## src/rtl/mem_arb_pkg.sv

```systemverilog
// Shared types and constants for the instruction/data memory port arbiter.
package mem_arb_pkg;

   typedef enum logic {IDLE, BUSY} state_t;
   typedef enum logic {OWN_IF, OWN_D} owner_t;

   localparam int unsigned LAT_W  = 3;
   localparam logic [3:0]  BE_ALL = 4'hF;

endpackage

```

## src/rtl/arb_lat_cnt.sv

```systemverilog
// Loadable down-counter; done flags the cycle in which the count sits at 1.
module arb_lat_cnt #(
   parameter int unsigned W = 3
) (
   input  logic         clk,
   input  logic         rst,
   input  logic         load,
   input  logic [W-1:0] value,
   output logic         done
);

   logic [W-1:0] count;

   always_ff @(posedge clk) begin
      if (rst)
         count <= '0;
      else if (load)
         count <= value;
      else if (count != '0)
         count <= count - 1'b1;
   end

   assign done = (count == W'(1));

endmodule

```

## src/rtl/mem_port_arb.sv

```systemverilog
// Single-port memory arbiter between fetch and data stages, one transaction in flight.
// Optional fetch starvation guard enabled by defining MEM_PORT_ARB_STARVE_GUARD_EN.
module mem_port_arb
   import mem_arb_pkg::*;
#(
   parameter int unsigned MEM_LAT    = 1,
   parameter int unsigned STARVE_MAX = 4
) (
   input  logic        clk,
   input  logic        rst,
   input  logic        if_req,
   input  logic [31:0] if_addr,
   output logic [31:0] if_rdata,
   output logic        if_ack,
   output logic        if_stall,
   input  logic        d_req,
   input  logic        d_we,
   input  logic [3:0]  d_be,
   input  logic [31:0] d_addr,
   input  logic [31:0] d_wdata,
   output logic [31:0] d_rdata,
   output logic        d_ack,
   output logic        d_stall,
   output logic        m_req,
   output logic        m_we,
   output logic [3:0]  m_be,
   output logic [31:0] m_addr,
   output logic [31:0] m_wdata,
   input  logic [31:0] m_rdata
);

   localparam logic [LAT_W-1:0] LAT_LOAD   = LAT_W'(MEM_LAT);
   localparam logic [3:0]       STARVE_LIM = 4'(STARVE_MAX);

   state_t     state;
   owner_t     owner;
   logic       lat_done;
   logic       issue;
   logic       ret;
   logic       pick_if;
   logic [3:0] starve;

`ifdef MEM_PORT_ARB_STARVE_GUARD_EN
   localparam bit GUARD = 1'b1;

   // Counts consecutive arbitrations where fetch was waiting but data won.
   always_ff @(posedge clk) begin
      if (rst)
         starve <= '0;
      else if (issue) begin
         if (pick_if)
            starve <= '0;
         else if (if_req)
            starve <= starve + 4'd1;
      end
   end
`else
   localparam bit GUARD = 1'b0;
   assign starve = '0;
`endif

   always_comb begin
      pick_if = if_req && (!d_req || (GUARD && (starve == STARVE_LIM)));
      issue   = !rst && (state == IDLE) && (if_req || d_req);
      ret     = !rst && (state == BUSY) && lat_done;
   end

   arb_lat_cnt #(.W(LAT_W)) u_lat (
      .clk   (clk),
      .rst   (rst),
      .load  (issue),
      .value (LAT_LOAD),
      .done  (lat_done)
   );

   always_ff @(posedge clk) begin
      if (rst) begin
         state <= IDLE;
         owner <= OWN_IF;
      end else begin
         case (state)
            IDLE: if (issue) begin
               state <= BUSY;
               owner <= pick_if ? OWN_IF : OWN_D;
            end
            BUSY: if (lat_done) state <= IDLE;
            default: state <= IDLE;
         endcase
      end
   end

   always_comb begin
      m_req   = issue;
      m_we    = 1'b0;
      m_be    = '0;
      m_addr  = '0;
      m_wdata = '0;
      if (issue) begin
         if (pick_if) begin
            m_be   = BE_ALL;
            m_addr = if_addr;
         end else begin
            m_we    = d_we;
            m_be    = d_be;
            m_addr  = d_addr;
            m_wdata = d_wdata;
         end
      end
      if_ack   = ret && (owner == OWN_IF);
      d_ack    = ret && (owner == OWN_D);
      if_rdata = if_ack ? m_rdata : '0;
      d_rdata  = d_ack ? m_rdata : '0;
      if_stall = !rst && if_req && !if_ack;
      d_stall  = !rst && d_req && !d_ack;
   end

endmodule

```

## config.mk

```make
export PLATFORM = sky130hd
export DESIGN_NAME = mem_port_arb
export DESIGN_NICKNAME = d
export VERILOG_FILES = /design/src/rtl/mem_arb_pkg.sv /design/src/rtl/arb_lat_cnt.sv /design/src/rtl/mem_port_arb.sv
export SDC_FILE = /design/constraint.sdc
export NUM_CORES = 1
export LEC_CHECK = 0
export BUFFER_PORTS_ARGS = -buffer_cell sky130_fd_sc_hd__buf_2
export CAP_MARGIN = 20
export CORE_AREA = 2 2 107 109
export CTS_BUF_LIST = sky130_fd_sc_hd__clkbuf_8
export DETAILED_ROUTE_END_ITERATION = 8
export DIE_AREA = 0 0 109 111
export GPL_TIMING_DRIVEN = 0
export HOLD_SLACK_MARGIN = 0.12
export PLACE_DENSITY_LB_ADDON = 0.25
export SLEW_MARGIN = 10
export SYNTH_ARGS = -nofsm -noshare
export SYNTH_HDL_FRONTEND = slang
export SYNTH_SLANG_ARGS = --single-unit
```

## constraint.sdc

```tcl
create_clock -name clk -period 4.25 [get_ports clk]
set_input_delay 0.85 -clock clk [delete_from_list [all_inputs] [get_ports clk]]
set_output_delay 0.85 -clock clk [all_outputs]
set_load 0.05 [all_outputs]
```

==> results of run 1 <==
## logic make-up (layout without fill, tap and decap cells)
kind of cell / Yosys count / count (layout) / synth area share
and+or+nand+nor: 184 / 184 / 0.676
AOI/OAI and AO/OA: 37 / 37 / 0.136
buffers and inverters: 27 / 305 / 0.0804
DFF: 5 / 5 / 0.0692
adders and majority gates: 3 / 3 / 0.0260
xor gates and xnor gates: 1 / 1 / 0.00606
muxes: 1 / 1 / 0.00692
## layout make-up
| cell class | instances | area [um2] | area share |
|---|---|---|---|
| inverter | 4 | 15.0 | 0.00493 |
| clock buffer | 3 | 41.3 | 0.0136 |
| buffer | 23 | 101 | 0.0333 |
| multi-input combinational | 226 | 1230 | 0.404 |
| sequential | 5 | 100 | 0.0329 |
| timing repair buffer | 274 | 1370 | 0.451 |
| clock inverter | 1 | 5.00 | 0.00164 |
| tap | 143 | 179 | 0.0588 |
## synthesized netlist by cell type, types with 2 or more instances
| library cell | n |
|---|---|
| and2_1 | 66 |
| nand2_1 | 64 |
| a21oi_1 | 32 |
| and3_1 | 32 |
| nor2_1 | 13 |
| clkbuf_1 | 12 |
| buf_2 | 9 |
| dfxtp_1 | 5 |
| inv_1 | 4 |
| nand2b_1 | 4 |
| ha_1 | 3 |
| a31o_2 | 2 |
## layer usage
metal | vias up | global-route usage | share of wire
met5 | - | 0 | 0
met4 | 0 | 0.0205 | 0.0061
met3 | 5 | 0.0253 | 0.096
met2 | 159 | 0.224 | 0.50
met1 | 1172 | 0.136 | 0.40
li1 | 1381 | - | -
## worst min-delay path: stages, from the launching register on
cell and delay (ns):
dfxtp_1 0.30, nor2_1 0.09, a2111oi_0 0.06
## per-stage QoR
step	power (mW)	instance area [um2]	hold slack (ns)
floorplan	0.588	1450	0.476
global placement	0.786	3000	0.494
detailed placement	0.789	3000	0.493
CTS	0.885	3040	0.499
global route	0.937	3040	0.574
finish	0.875	3040	0.500
## path summary, 6_finish.rpt
check	end	slack, ns	depth (start not counted)
worst max-delay path	m_wdata[8]	1.13	6
worst min-delay path	u_lat.count[1]$_SDFFE_PP0P_	0.50	2
worst max register to register	u_lat.count[0]$_SDFFE_PP0P_	2.89	5
worst min register to register	u_lat.count[1]$_SDFFE_PP0P_	0.50	2
## flip-flops by register name (all words and copies together), names as in the netlist
signal,flops
u_lat.count,3
owner,1
state,1
## power by group through the flow
stage                     Combinational, mW  Clock, mW  Sequential, mW
final                                 0.702     0.0915          0.0814
after global routing                  0.755     0.0972          0.0849
after CTS                             0.709     0.0937          0.0819
after detailed placement              0.707          0          0.0823
after global placement                0.704          0          0.0817
after floorplan                       0.511          0          0.0770
## placed cells by master, fill, tap and decap left out
| master | instances |
|---|---|
| buf_2 | 283 |
| and2_1 | 66 |
| nand2_1 | 64 |
| and3_1 | 32 |
| a21oi_1 | 32 |
| nor2_1 | 13 |
| clkbuf_1 | 12 |
| dfxtp_1 | 5 |
| inv_1 | 4 |
| nand2b_1 | 4 |
| ha_1 | 3 |
| clkbuf_8 | 3 |
| a31o_2 | 2 |
| o21ai_1 | 1 |
| and4bb_4 | 1 |
| and2b_4 | 1 |
| buf_4 | 1 |
| nor2b_1 | 1 |
| buf_1 | 1 |
| nor3b_2 | 1 |
| a2111oi_0 | 1 |
| mux2i_1 | 1 |
| nor3_1 | 1 |
| xnor2_1 | 1 |
| o21ai_0 | 1 |
| clkinv_2 | 1 |
==> metrics, run 1 <==
Max Transition Viols Final 0; CP dominant cell by count buf_2; nets 677; global-route wire length before repair 11,600 um; Net Sw Frac 0.626; Placement Setup Slack 1.08 ns; Port Buffer Count 274; synth top area cells and2_1 29%, nand2_1 17%, and3_1 14%; core area 11,100 um2; Clock transition at path regs 0.04 ns; GR Overflow Total 0; CP max stage delay 0.33 ns; CTS tree done; area grow syn2layout 110%; area leader, netlist and2_1; GRT Total Usage 0.119; crit path from rst; wire per inst 11.9 um; RSZ-0062 raised after global routing false; Max Clock Freq 320 MHz; Inst Count DP 675; Die Y 111 um; Final HPWL DP 7040 um; post-route setup slack 1.13 ns; # diodes 0; setup TNS 0 ns; worst reg2reg path startpoint state$_SDFF_PP0_; Max Clock Skew 0.00559 ns; Period Utilization, post-route 0.735; IO Count 275; first-pass iteration count of the detailed router 4; status finished, final reports clean; Slew HR 0.710; Via-to-Cell Ratio 4.00; Syn. warnings 0; Initial Utilization 0.131; Combinational Power Share 0.802; die span in x 109 um; Worst VDD drop 0.000110 V; Max Root-Sink Buffers 2; Worst-Skew Late Latency 0.23 ns; routed wire length 8090 um; largest net degree at the start of global routing 11; GPL Wtd Cong 0.774; Layout Cells excl Fill 679; pwr/cell area 287 nW/um2; Post CTS Setup Buffer Count 0; Hold Crit Class reg2reg; Syn Nets 398; synthesized area 1450 um2; clock network power share 0.105; cts bufs inserted 3; Clock Sinks 5; Synth cell types 24; Static Leak 2.09 nW; fin crit period 3.12 ns; Worst EP required 3.40 ns; vias in the first global route 2,481; Final Util 0.275; fillers 1,236; CTS H-tree lvls 1; Synth Instances 258; # resized after CTS 0; ys async rst share 0; Hold Crit Start u_lat.count[1]$_SDFFE_PP0P_; share of cells above drive strength 1 0.547; CP Buf/Inv Count 3; CTS Hold Buffers Added 0; final hold vios 0; Synth top area share 0.285; Critical Path Fanout Max 10; Die ar. 12,100 um2; Post-synth EDFFs 0; synthesized area per cell 5.61 um2; Vias 2,717; post-synthesis sequential area ratio 0.0692; residual DRC count 0; Rows 39; initial antenna violation count 0; DRT antenna net count 0; DRT iter0 DRCs 91; cell internal pwr 327 uW; sequential power share 0.093; Root Buffer Master clkbuf_8; Worst Setup Path Type in2out; ys flop type dfxtp_1; CP delay by family, top buffers and inverters; WP data arrival 2.27 ns; CP Cell Sequence buf_2, nand2b_1, nor2_1, clkbuf_1, and2_1, buf_2; slew of the pin with the lowest slew margin 0.436 ns; synthesized flop and latch total 5; Final setup viols 0; number of max-cap violations 0; Critical-path top delay cell nor2_1; net switching power 547 uW; CP startpoint kind input pin; Worst setup EP type output pin
Power figures use the tool's default switching activity.
==> run 2: changes to the inputs <==
--- a/config.mk
+++ b/config.mk
@@ -7,10 +7,10 @@
 export LEC_CHECK = 0
 export BUFFER_PORTS_ARGS = -buffer_cell sky130_fd_sc_hd__buf_2
 export CAP_MARGIN = 20
-export CORE_AREA = 2 2 107 109
+export CORE_AREA = 2 2 108 110
 export CTS_BUF_LIST = sky130_fd_sc_hd__clkbuf_8
 export DETAILED_ROUTE_END_ITERATION = 8
-export DIE_AREA = 0 0 109 111
+export DIE_AREA = 0 0 110 112
 export GPL_TIMING_DRIVEN = 0
 export HOLD_SLACK_MARGIN = 0.12
 export PLACE_DENSITY_LB_ADDON = 0.25
==> constraint.sdc (replaced) <==
create_clock -name clk -period 2.93 [get_ports clk]
set_input_delay 0.586 -clock clk [delete_from_list [all_inputs] [get_ports clk]]
set_output_delay 0.586 -clock clk [all_outputs]
set_load 0.05 [all_outputs]
==> run 2 against run 1 <==
Clock-buffer cell count is the same. Global-route usage fell by 1.1 points. Register-to-register slack got worse by 1.3 ns. Non-clock buffer count stayed put. Sequential cell count did not move. Worst setup slack worse by 0.81 ns. Die area rose by 1.8%. Combinational power up 45%. Utilization decreased by 0.25 points. Highest routed layer unchanged.
==> metrics, run 2 (synthesized netlist as in run 1, its figures left out) <==
status finished, final reports clean; share of cells above drive strength 1 0.545; slew of the pin with the lowest slew margin 0.436 ns; initial antenna violation count 0; Worst setup EP type output pin; Period Utilization, post-route 0.892; # resized after CTS 0; Worst VDD drop 0.000181 V; Slew HR 0.710; Worst-Skew Late Latency 0.22 ns; GPL Wtd Cong 0.798; Static Leak 2.09 nW; GR Overflow Total 0; DRT iter0 DRCs 74; Storage cell area 100 um2; Worst Setup Path Type in2out; met1 Use GR 0.120; die span in x 110 um; Worst EP required 2.34 ns; Net Sw Frac 0.623; Final HPWL DP 6760 um; most frequent cells in the layout 283 x buf_2, 66 x and2_1, 64 x nand2_1; first-pass iteration count of the detailed router 4; RSZ-0062 raised after global routing false; routed wire length 7760 um; Die ar. 12,300 um2; GR Util met3 0.0205; Root Buffer Master clkbuf_8; DRT antenna net count 0; largest net degree at the start of global routing 11; area grow syn2layout 110%; nets 677; Rows 39; vias in the first global route 2,398; WP data arrival 2.03 ns; residual DRC count 0; Clock transition at path regs 0.04 ns; area post-placement 3000 um2; net switching power 783 uW; Die Y 112 um; cell internal pwr 473 uW; CTS tree done; global-route wire length before repair 10,800 um; Vias 2,727; IO Count 275; Top Usage Layer GRT met2; Final Util 0.272; Regs by FF count u_lat.count x3, owner x1, state x1; Initial Utilization 0.129; Max Transition Viols Final 0; Post CTS Setup Buffer Count 0; number of max-cap violations 0; post-route cell area 3040 um2; Most flops, register u_lat.count; Max Root-Sink Buffers 2; final hold vios 0; GRT Total Usage 0.108; Final setup viols 0; Hold Worst Slack 0.501 ns; Max Clock Skew 0.00275 ns; CP startpoint kind input pin; Hold Crit Class reg2reg; GRT met2 Usage 0.212; CTS H-tree lvls 1; post-route setup slack 0.318 ns; commonest non-fill, non-tap cell in the layout buf_2; max reg flops 3; Clock Sinks 5; multi-input combinational cell area 1230 um2; fin crit period 2.61 ns; Critical Path Fanout Max 10; clock network power share 0.098; cts bufs inserted 3; sequential power share 0.094; Max Clock Freq 383 MHz; pwr/cell area 413 nW/um2; core area 11,200 um2; setup TNS 0 ns; Placement Setup Slack 0.277 ns; # diodes 0; Combinational Power Share 0.809; fillers 1,277; CTS Hold Buffers Added 0; wire per inst 11.4 um; Via-to-Cell Ratio 4.02; Port Buffer Count 274
run 2: cell types whose count changed in the layout (fill, tap and decap cells not counted), sizes merged:
cell / change
clkinv: -1
inv: +1
run 2: power groups by stage:
stage | logic, mW | registers (mW) | clock network, mW
after global placement | 1.02 | 0.119 | 0
after global routing | 1.09 | 0.124 | 0.137
after floorplan | 0.741 | 0.112 | 0
final | 1.02 | 0.118 | 0.123
after CTS | 1.03 | 0.119 | 0.129
after detailed placement | 1.02 | 0.121 | 0
run 2: stage by stage:
step / instances / total power [mW]
finish: 679 / 1.26
global route: 679 / 1.35
CTS: 679 / 1.28
detailed placement: 675 / 1.14
global placement: 675 / 1.14
floorplan: 258 / 0.853
run 2: cell type report:
cell class | instances | share of cell area
clock buffers | 3 | 0.0136
clock inverters | 1 | 0.00123
repair buffers | 274 | 0.451
flip-flops and latches | 5 | 0.0329
plain buffers | 23 | 0.0333
multi-input cells | 226 | 0.404
inverters | 4 | 0.00494
well taps | 143 | 0.0588
run 2: worst max-delay path, stage by stage:
cell      delay [ns]
buf_2           0.15
nand2b_1        0.19
nor2_1          0.31
clkbuf_1        0.33
and2_1          0.20
buf_2           0.26
run 2: per-layer routing:
layer  vias to the layer above  wire [um]  part of all wire
li1                       1385          -                 -
met1                      1181       3000              0.39
met2                       157       3930              0.51
met3                         4        784              0.10
met4                         0         41            0.0053
met5                         -          0                 0
run 2: worst paths after layout:
kind	cells after the start	slack (ns)	to	from
setup / recovery	6	0.32	m_wdata[30]	rst
hold reg to reg	2	0.50	u_lat.count[1]$_SDFFE_PP0P_	u_lat.count[1]$_SDFFE_PP0P_
setup reg to reg	5	1.58	u_lat.count[0]$_SDFFE_PP0P_	state$_SDFF_PP0_
hold / removal	2	0.50	u_lat.count[1]$_SDFFE_PP0P_	u_lat.count[1]$_SDFFE_PP0P_
